===== config.mk =====
export PLATFORM = sky130hd
export DESIGN_NAME = enc_rr_arbiter
export DESIGN_NICKNAME = d
export VERILOG_FILES = /design/src/rtl/enc_rr_arbiter.sv
export SDC_FILE = /design/constraint.sdc
export NUM_CORES = 1
export LEC_CHECK = 0
export CAP_MARGIN = 20
export CORE_MARGIN = 2
export CORE_UTILIZATION = 35
export DETAILED_ROUTE_END_ITERATION = 16
export PLACE_DENSITY = 0.65
export SLEW_MARGIN = 20
export SYNTH_ARGS = -nofsm -noshare
export SYNTH_HDL_FRONTEND = slang
export SYNTH_SLANG_ARGS = --single-unit
export TNS_END_PERCENT = 20

===== constraint.sdc =====
create_clock -name clk -period 12.4 [get_ports clk]
set_input_delay 3.72 -clock clk [delete_from_list [all_inputs] [get_ports clk]]
set_output_delay 3.72 -clock clk [all_outputs]
set_load 0.05 [all_outputs]

===== src/rtl/enc_rr_arbiter.sv =====
// enc_rr_arbiter
//   Round-robin arbiter sharing one downstream unit among N_REQ (=8)
//   requesters. The winner is reported as a one-hot grant and as a 3-bit
//   index built with the same OR-mapping as the 8x3 encoder. An optional hold
//   limit (MAX_HOLD, 0 = unlimited) forces rotation when others are waiting.
//
// Ports
//   clk       in   rising-edge clock
//   rst_n     in   asynchronous active-low reset
//   req       in   [7:0] request vector, bit i = requester i
//   gnt       out  [7:0] one-hot grant (registered)
//   gnt_idx   out  [2:0] binary index of the granted requester, 0 when idle
//   gnt_valid out        high whenever gnt is non-zero
//   hold_cnt  out  [7:0] 0-based length of the current tenure, saturating
module enc_rr_arbiter #(
  parameter int N_REQ    = 8,
  parameter int MAX_HOLD = 0
) (
  input  logic             clk,
  input  logic             rst_n,
  input  logic [N_REQ-1:0] req,
  output logic [N_REQ-1:0] gnt,
  output logic [2:0]       gnt_idx,
  output logic             gnt_valid,
  output logic [7:0]       hold_cnt
);

  typedef enum logic {
    IDLE = 1'b0,
    BUSY = 1'b1
  } state_t;

  localparam logic       HOLD_LIMITED = (MAX_HOLD != 0);
  // Last allowed hold_cnt value of a tenure; unused when unlimited.
  localparam logic [7:0] HOLD_LAST    = (MAX_HOLD == 0) ? 8'hFF : 8'(MAX_HOLD - 1);

  // 8x3 encoder: each index bit is the OR of the one-hot positions having it set.
  function automatic logic [2:0] enc8x3(input logic [7:0] oh);
    logic [2:0] idx;
    idx[0] = oh[1] | oh[3] | oh[5] | oh[7];
    idx[1] = oh[2] | oh[3] | oh[6] | oh[7];
    idx[2] = oh[4] | oh[5] | oh[6] | oh[7];
    return idx;
  endfunction

  // First set bit of r searching start, start+1, ... start+7 (mod 8).
  // Result is {found, index}; iterating from the far end lets the nearest hit win.
  function automatic logic [3:0] rr_pick(input logic [7:0] r, input logic [2:0] start);
    logic [3:0] res;
    logic [2:0] idx;
    res = 4'b0000;
    for (int k = 7; k >= 0; k--) begin
      idx = start + 3'(k);
      if (r[idx]) begin
        res = {1'b1, idx};
      end else begin
        res = res;
      end
    end
    return res;
  endfunction

  state_t     state_r;
  logic [7:0] gnt_r;
  logic [2:0] gnt_idx_r;
  logic       gnt_valid_r;
  logic [7:0] hold_cnt_r;
  logic [2:0] ptr_r;

  logic [3:0] idle_pick_s;
  logic [3:0] other_pick_s;
  logic       owner_req_s;
  logic       at_limit_s;
  logic       start_s;
  logic [2:0] start_idx_s;
  state_t     nxt_state_s;
  logic [7:0] nxt_gnt_s;
  logic [7:0] nxt_hold_s;
  logic [2:0] nxt_ptr_s;

  // Candidate winners: from the rotation pointer when idle, and from the
  // position after the current owner (owner masked) when busy.
  always_comb begin
    idle_pick_s  = rr_pick(req, ptr_r);
    other_pick_s = rr_pick(req & ~gnt_r, gnt_idx_r + 3'd1);
    owner_req_s  = |(req & gnt_r);
    at_limit_s   = HOLD_LIMITED && (hold_cnt_r == HOLD_LAST);
  end

  // Next-state decision for the arbitration FSM.
  always_comb begin
    nxt_state_s = state_r;
    nxt_gnt_s   = gnt_r;
    nxt_hold_s  = hold_cnt_r;
    nxt_ptr_s   = ptr_r;
    start_s     = 1'b0;
    start_idx_s = 3'd0;
    case (state_r)
      IDLE: begin
        if (idle_pick_s[3]) begin
          start_s     = 1'b1;
          start_idx_s = idle_pick_s[2:0];
        end else begin
          nxt_gnt_s  = 8'h00;
          nxt_hold_s = 8'h00;
        end
      end
      BUSY: begin
        if (!owner_req_s || at_limit_s) begin
          if (other_pick_s[3]) begin
            start_s     = 1'b1;
            start_idx_s = other_pick_s[2:0];
          end else if (!owner_req_s) begin
            nxt_state_s = IDLE;
            nxt_gnt_s   = 8'h00;
            nxt_hold_s  = 8'h00;
          end else begin
            // Limit reached but nobody else wants the unit: owner keeps it.
            nxt_hold_s = 8'h00;
          end
        end else if (hold_cnt_r != 8'hFF) begin
          nxt_hold_s = hold_cnt_r + 8'd1;
        end else begin
          nxt_hold_s = hold_cnt_r;
        end
      end
      default: begin
        nxt_state_s = IDLE;
        nxt_gnt_s   = 8'h00;
        nxt_hold_s  = 8'h00;
      end
    endcase
    if (start_s) begin
      nxt_state_s = BUSY;
      nxt_gnt_s   = 8'h01 << start_idx_s;
      nxt_hold_s  = 8'h00;
      nxt_ptr_s   = start_idx_s + 3'd1;
    end else begin
      nxt_ptr_s = nxt_ptr_s;
    end
  end

  // Arbitration state and registered outputs.
  always_ff @(posedge clk or negedge rst_n) begin
    if (!rst_n) begin
      state_r     <= IDLE;
      gnt_r       <= 8'h00;
      gnt_idx_r   <= 3'd0;
      gnt_valid_r <= 1'b0;
      hold_cnt_r  <= 8'h00;
      ptr_r       <= 3'd0;
    end else begin
      state_r     <= nxt_state_s;
      gnt_r       <= nxt_gnt_s;
      gnt_idx_r   <= enc8x3(nxt_gnt_s);
      gnt_valid_r <= |nxt_gnt_s;
      hold_cnt_r  <= nxt_hold_s;
      ptr_r       <= nxt_ptr_s;
    end
  end

  assign gnt       = gnt_r;
  assign gnt_idx   = gnt_idx_r;
  assign gnt_valid = gnt_valid_r;
  assign hold_cnt  = hold_cnt_r;

endmodule


# [After elaboration in Yosys (flattened, before gate mapping)]
# Cells that the tools add are included.
# Widths: inputs -> output; s select.
[word_totals] elab_cells=130 input_bits=10 ff_bits=24
[classes] muxes=70 bitwise_logic=13 addsub=17 eq_ne=4 n_reduce_logical=3 order_cmp=16 shifts=1
[ops] cell="$mux 8" count=9
[ops] cell="$lt 3x4->1 const B" count=16
[ops] cell="$mux 4" count=16
[ops] cell="$bmux 1 s3" count=16
[ops] cell="$pmux 8 s2" count=2
[ops] cell="$add 3x3->3 const B" count=8
[ops] cell="$mux 1" count=22
[ops] cell="$and 8x8->8" count=2
[ops] cell="$reduce_or 8->1" count=2
[ops] cell="$add 3x1->3 const B" count=4
[ops] cell="$add 3x2->3 const B" count=4
[ops] cell="$mux 3" count=3
[ops] cell="$or 1x1->1" count=9
[ops] cell="$add 8x1->8 const B" count=1
[ops] cell="$ne 4x2->1 const B" count=2
[ops] cell="$ne 8x8->1 const B" count=1
[ops] cell="$not 8->8" count=1
[ops] cell="$shl 1x3->8 const A" count=1
[ops] cell="$pmux 3 s2" count=1
[ops] cell="$ne 3x3->1 const B" count=1
[ops] cell="$reduce_and 3->1" count=1
[ops] cell="$pmux 1 s2" count=1
[ops] cell="$not 1->1" count=1

# [Longest topological paths before layout]
[depth] depth_word=20 depth_mapped=17 mapped_depth_nobuf=14

# [Worst setup path after synthesis]
# Ideal clock, no wire load.
[synth_timing] path_type="input -> register" startpoint="in req[6]" endpoint="reg gnt_valid_r (netlist: gnt_valid)" path_buffers=1 setup_ns=0.146 t_arrival_ns=6.657 path_slack_ns=5.597 cell_stages=13 cell_sequence="buf_6 > and2b_4 > mux4_2 > mux2_4 > or3_4 > o41ai_4 > nand2_4 > o211ai_1 > inv_1 > ha_1 > ha_1 > o31ai_1 > o2111ai_1"
[synth_via] elab_chain_cells=17
[synth_lines] item="from (decl)" line_no="21" source="input logic [N_REQ-1:0] req,"
[synth_lines] item="$and 8x8->8" line_no="85" source="other_pick_s = rr_pick(req & ~gnt_r, gnt_idx_r + 3'd1);"
[synth_lines] item="$bmux 1 s3" line_no="54" source="if (r[idx]) begin"
[synth_lines] item="$mux 1 (implied by the code)" line_no="54"
[synth_lines] item="$mux 4 (8 in series)" line_no="54"
[synth_lines] item="$mux 3" line_no="110" source="if (other_pick_s[3]) begin"
[synth_lines] item="$mux 3" line_no="109" source="if (!owner_req_s || at_limit_s) begin"
[synth_lines] item="$pmux 3 s2" line_no="98" source="case (state_r)"
[synth_lines] item="$shl 1x3->8" line_no="135" source="nxt_gnt_s = 8'h01 << start_idx_s;"
[synth_lines] item="$mux 8 (*)" line_no="133" source="if (start_s) begin"
[synth_lines] item="$reduce_or 8->1 (*)" line_no="156" source="gnt_valid_r <= |nxt_gnt_s;"
[synth_lines] item="to (signal assigned)" line_no="156"
[synth_lines] item="to (decl)" line_no="66" source="logic gnt_valid_r;"
# Mark *: on every way between the ends. The rest lies on a longest branch, timed or not. The select of a mux whose other input is x is not followed.
# A chain may end at the register's enable or synchronous reset.

# [Worst setup path after layout]
[layout_timing] startpoint="in req[7]" endpoint="reg gnt_valid_r (netlist: gnt_valid)"
# The elaborated chain is that of the path after synthesis.

==> impl_metrics.py <==
metrics = {
    "synth": {
        "synth.top_cells.by_count": "32 x sky130_fd_sc_hd__nor2_1, 24 x sky130_fd_sc_hd__dfrtp_1, 22 x sky130_fd_sc_hd__o21ai_0",
        "synth_top_area_share": 0.199,
        "synthesis.instances": 331,
        "synth_top_flop_cell": "sky130_fd_sc_hd__dfrtp_1",
        "post_synth.cell_area_avg_um2": 9.11,
        "post_synth_fa_ha_maj_area_fraction": 0.0456,
        "synth_xor_xnor_area_share": 0.0294,
        "post_synth_main_area_contributors": "sky130_fd_sc_hd__dfrtp_1 20%, sky130_fd_sc_hd__mux4_2 13%, sky130_fd_sc_hd__ha_1 4.6%, sky130_fd_sc_hd__mux2_2 4.5%, sky130_fd_sc_hd__nor2_1 4.0%",
        "synth_most_common_cell": "sky130_fd_sc_hd__nor2_1",
        "post_synth_num_cell_types": 74,
        "synth_edf_count": 0,
        "synth.cell_area_mm2": 0.00302,
        "synth_compound_gate_area_share": 0.249,
        "synthArstFlopShare": 1.00,
        "ys.warnings.count": 0,
        "synth-seq-area-share": 0.199,
        "synth_seq_cells": 24,
        "synth.area.mux_share": 0.219,
        "yosys.area_share.simple": 0.195,
        "syn_nets": 352,
        "combinational_family_with_the_most_area_after_synthesis": "compound AO/OA/AOI/OAI gates",
        "synth_area_leader_cell": "sky130_fd_sc_hd__dfrtp_1",
    },
    "setup_path": {
        "reg2reg_from": "gnt_idx[0]",
        "timing.critical_path.to_type": "register",
        "ff2ff_path_depth": 14,
        "path_max_fanout": 15,
        "r2r_end": "gnt_valid",
        "worstPathArrival_ps": 7710,
        "criticalPathCategory": "input pin to register",
        "critPathRequiredTime_ps": 12530,
        "reg2reg_slack_ps": 7130,
        "cp-start-kind": "input pin",
    },
    "sta": {
        "setup_repair_after_global_routing_missed_its_margin": "false",
        "timing.final.max_slew_violations": 0,
        "totalNegativeSetupSlack_ps": 0,
        "finalSetupViolations": 0,
        "period_share": 0.611,
        "layout_min_cycle_time_ps": 7580,
        "slew_headroom": 0.367,
        "clock_skew_ps": 3.91,
        "max_freq_ghz": 0.132,
        "worst-slew-pin-transition_ps": 947,
        "finalHoldViolations": 0,
    },
    "detailed_routing": {
        "detailedRoute.firstIterationViolations": 224,
        "postRouteAntennaNets": 0,
        "dr.pass1.iters": 4,
        "vias": 2786,
        "routed_via_density": 6.22,
        "drt_drc_violations_left": 0,
        "routed_wl_um": 7950,
        "avgRoutedWirePerCell_um": 17.7,
    },
    "min_path": {
        "min_to": "hold_cnt[6]",
        "min_delay_path_depth": 1,
        "hp-class": "register to register",
        "hold_path_startpoint": "hold_cnt[6]",
    },
    "placed_design": {
        "port-buffer-count": 29,
        "finalWeightedCongestion": 0.876,
        "detailed_place.area_mm2": 0.00330,
        "hpwl_um": 5910,
    },
    "floorplan": {
        "die_area_mm2": 0.00938,
        "fp.dieH_um": 96.8,
        "floorplan.die.width_um": 96.8,
        "boundaryPins": 30,
        "start_util": 0.363,
        "std_cell_rows": 33,
        "floorplan.core_area_mm2": 0.00830,
    },
    "clock_network": {
        "clock_latency_ps": 270,
        "cts-root-to-sink-buffers": 2,
        "number_of_sinks_driven_by_the_clock_tree": 24,
        "cts_tree": "built",
        "htree_levels": 1,
        "post_cts_hold_buffer_count": 0,
        "tritoncts.num_buffers": 3,
        "cts.root.buffer_cell": "sky130_fd_sc_hd__clkbuf_8",
        "post-cts-setup-buffer-count": 0,
        "clk_transition_reported_paths_ps": 80,
        "cts.repair.resized": 0,
    },
    "layout": {
        "drive_above_1_share": 0.152,
        "antenna_cells": 0,
        "flip_flop_and_latch_area_um2": 601,
        "multi_input_area_mm2": 0.00222,
        "final_design_area_no_fill_mm2": 0.00337,
        "fin_nets": 365,
        "areaGrowthSynthToFinish_pct": 11.6,
        "nFillCells": 810,
    },
    "global_route": {
        "grt_usage": 0.162,
        "globalRouteOverflowTotal": 0,
        "number_of_antenna_violations_at_the_first_check_in_global_routing": 0,
        "number_of_global_route_vias_before_repair": 2638,
        "grt_max_degree": 26,
        "grt_pass1_wl_um": 13100,
    },
    "status": {
        "run_status": "completed",
    },
    "run": {
        "maximum_capacitance_violations": 0,
    },
}
-- registers in the layout (all words and copies together) (netlist names) --
register / flops
ptr_r: 3
state_r: 1
gnt: 8
hold_cnt: 8
gnt_valid: 1
gnt_idx: 3
-- area by class of cell --
type                       instances  share of cell area
multi-input combinational        272               0.661
sequential                        24               0.178
inverter                          14              0.0156
tap                              105              0.0390
timing repair buffer              29              0.0848
clock buffer                       3              0.0123
clock inverter                     1             0.00892
-- cells by family (layout without fill, tap and decap cells) --
group           count (synthesis)  after routing
compound gates                104            104
xor+xnor                        8              8
fa+ha+maj                      11             11
buf+inv                        35             47
flops                          24             24
mux                            41             41
simple gates                  108            108
-- per-layer routing --
layer	routed length, um	part of all wire	up-vias	track usage
li1	-	-	1309	-
met1	3600	0.45	1358	0.231
met2	3840	0.48	104	0.265
met3	362	0.046	15	0.0101
met4	140	0.018	0	0.0520
met5	0	0	-	0
-- worst max-delay path, stage by stage --
cell                              delay, ps
sky130_fd_sc_hd__clkdlybuf4s50_1        630
sky130_fd_sc_hd__nor2b_1                260
sky130_fd_sc_hd__mux4_2                 520
sky130_fd_sc_hd__mux2_4                 310
sky130_fd_sc_hd__or3_4                  400
sky130_fd_sc_hd__o41ai_4                400
sky130_fd_sc_hd__nand2_4                200
sky130_fd_sc_hd__o211ai_1               220
sky130_fd_sc_hd__inv_1                  110
sky130_fd_sc_hd__ha_1                   240
sky130_fd_sc_hd__ha_1                   220
sky130_fd_sc_hd__o31ai_1                300
sky130_fd_sc_hd__o2111ai_1              150
-- stage by stage --
| step | setup slack [ps] | hold slack (ps) | utilization | std cells |
|---|---|---|---|---|
| global placement | 4700 | 516 | 0.398 | 444 |
| CTS | 4880 | 538 | 0.406 | 448 |
| detailed placement | 4570 | 525 | 0.398 | 444 |
| global route | 4580 | 561 | 0.406 | 448 |
| floorplan | 5600 | 638 | - | 331 |
| finish | 4820 | 530 | 0.406 | 448 |
-- worst max-delay path by stage --
stage	to	cells past startpoint	startpoint
after floorplan	gnt_valid	13	req[6]
after global placement	gnt_valid	13	req[7]
after detailed placement	gnt_valid	13	req[7]
after CTS	gnt_valid	13	req[7]
after global routing	gnt_valid	13	req[3]
final	gnt_valid	13	req[7]
-- placed cells by master, fill, tap and decap left out, types with 4 or more instances in the layout --
master,n
sky130_fd_sc_hd__o21ai_0,22
sky130_fd_sc_hd__mux2i_1,10
sky130_fd_sc_hd__nor2_1,32
sky130_fd_sc_hd__a22oi_1,6
sky130_fd_sc_hd__o211ai_1,4
sky130_fd_sc_hd__dfrtp_1,24
sky130_fd_sc_hd__mux2_2,12
sky130_fd_sc_hd__inv_1,13
sky130_fd_sc_hd__nor3_1,7
sky130_fd_sc_hd__o31ai_1,4
sky130_fd_sc_hd__clkdlybuf4s50_1,28
sky130_fd_sc_hd__and2b_4,4
sky130_fd_sc_hd__a21oi_1,16
sky130_fd_sc_hd__a221oi_1,5
sky130_fd_sc_hd__ha_1,11
sky130_fd_sc_hd__a211oi_1,6
sky130_fd_sc_hd__nand3_1,11
sky130_fd_sc_hd__nor2b_1,5
sky130_fd_sc_hd__nand2_1,20
sky130_fd_sc_hd__o22ai_1,4
sky130_fd_sc_hd__xnor2_1,4
sky130_fd_sc_hd__mux4_2,17
Power is not shown: default switching activity piles up to over one toggle a cycle in this logic, so the estimate is an artifact.
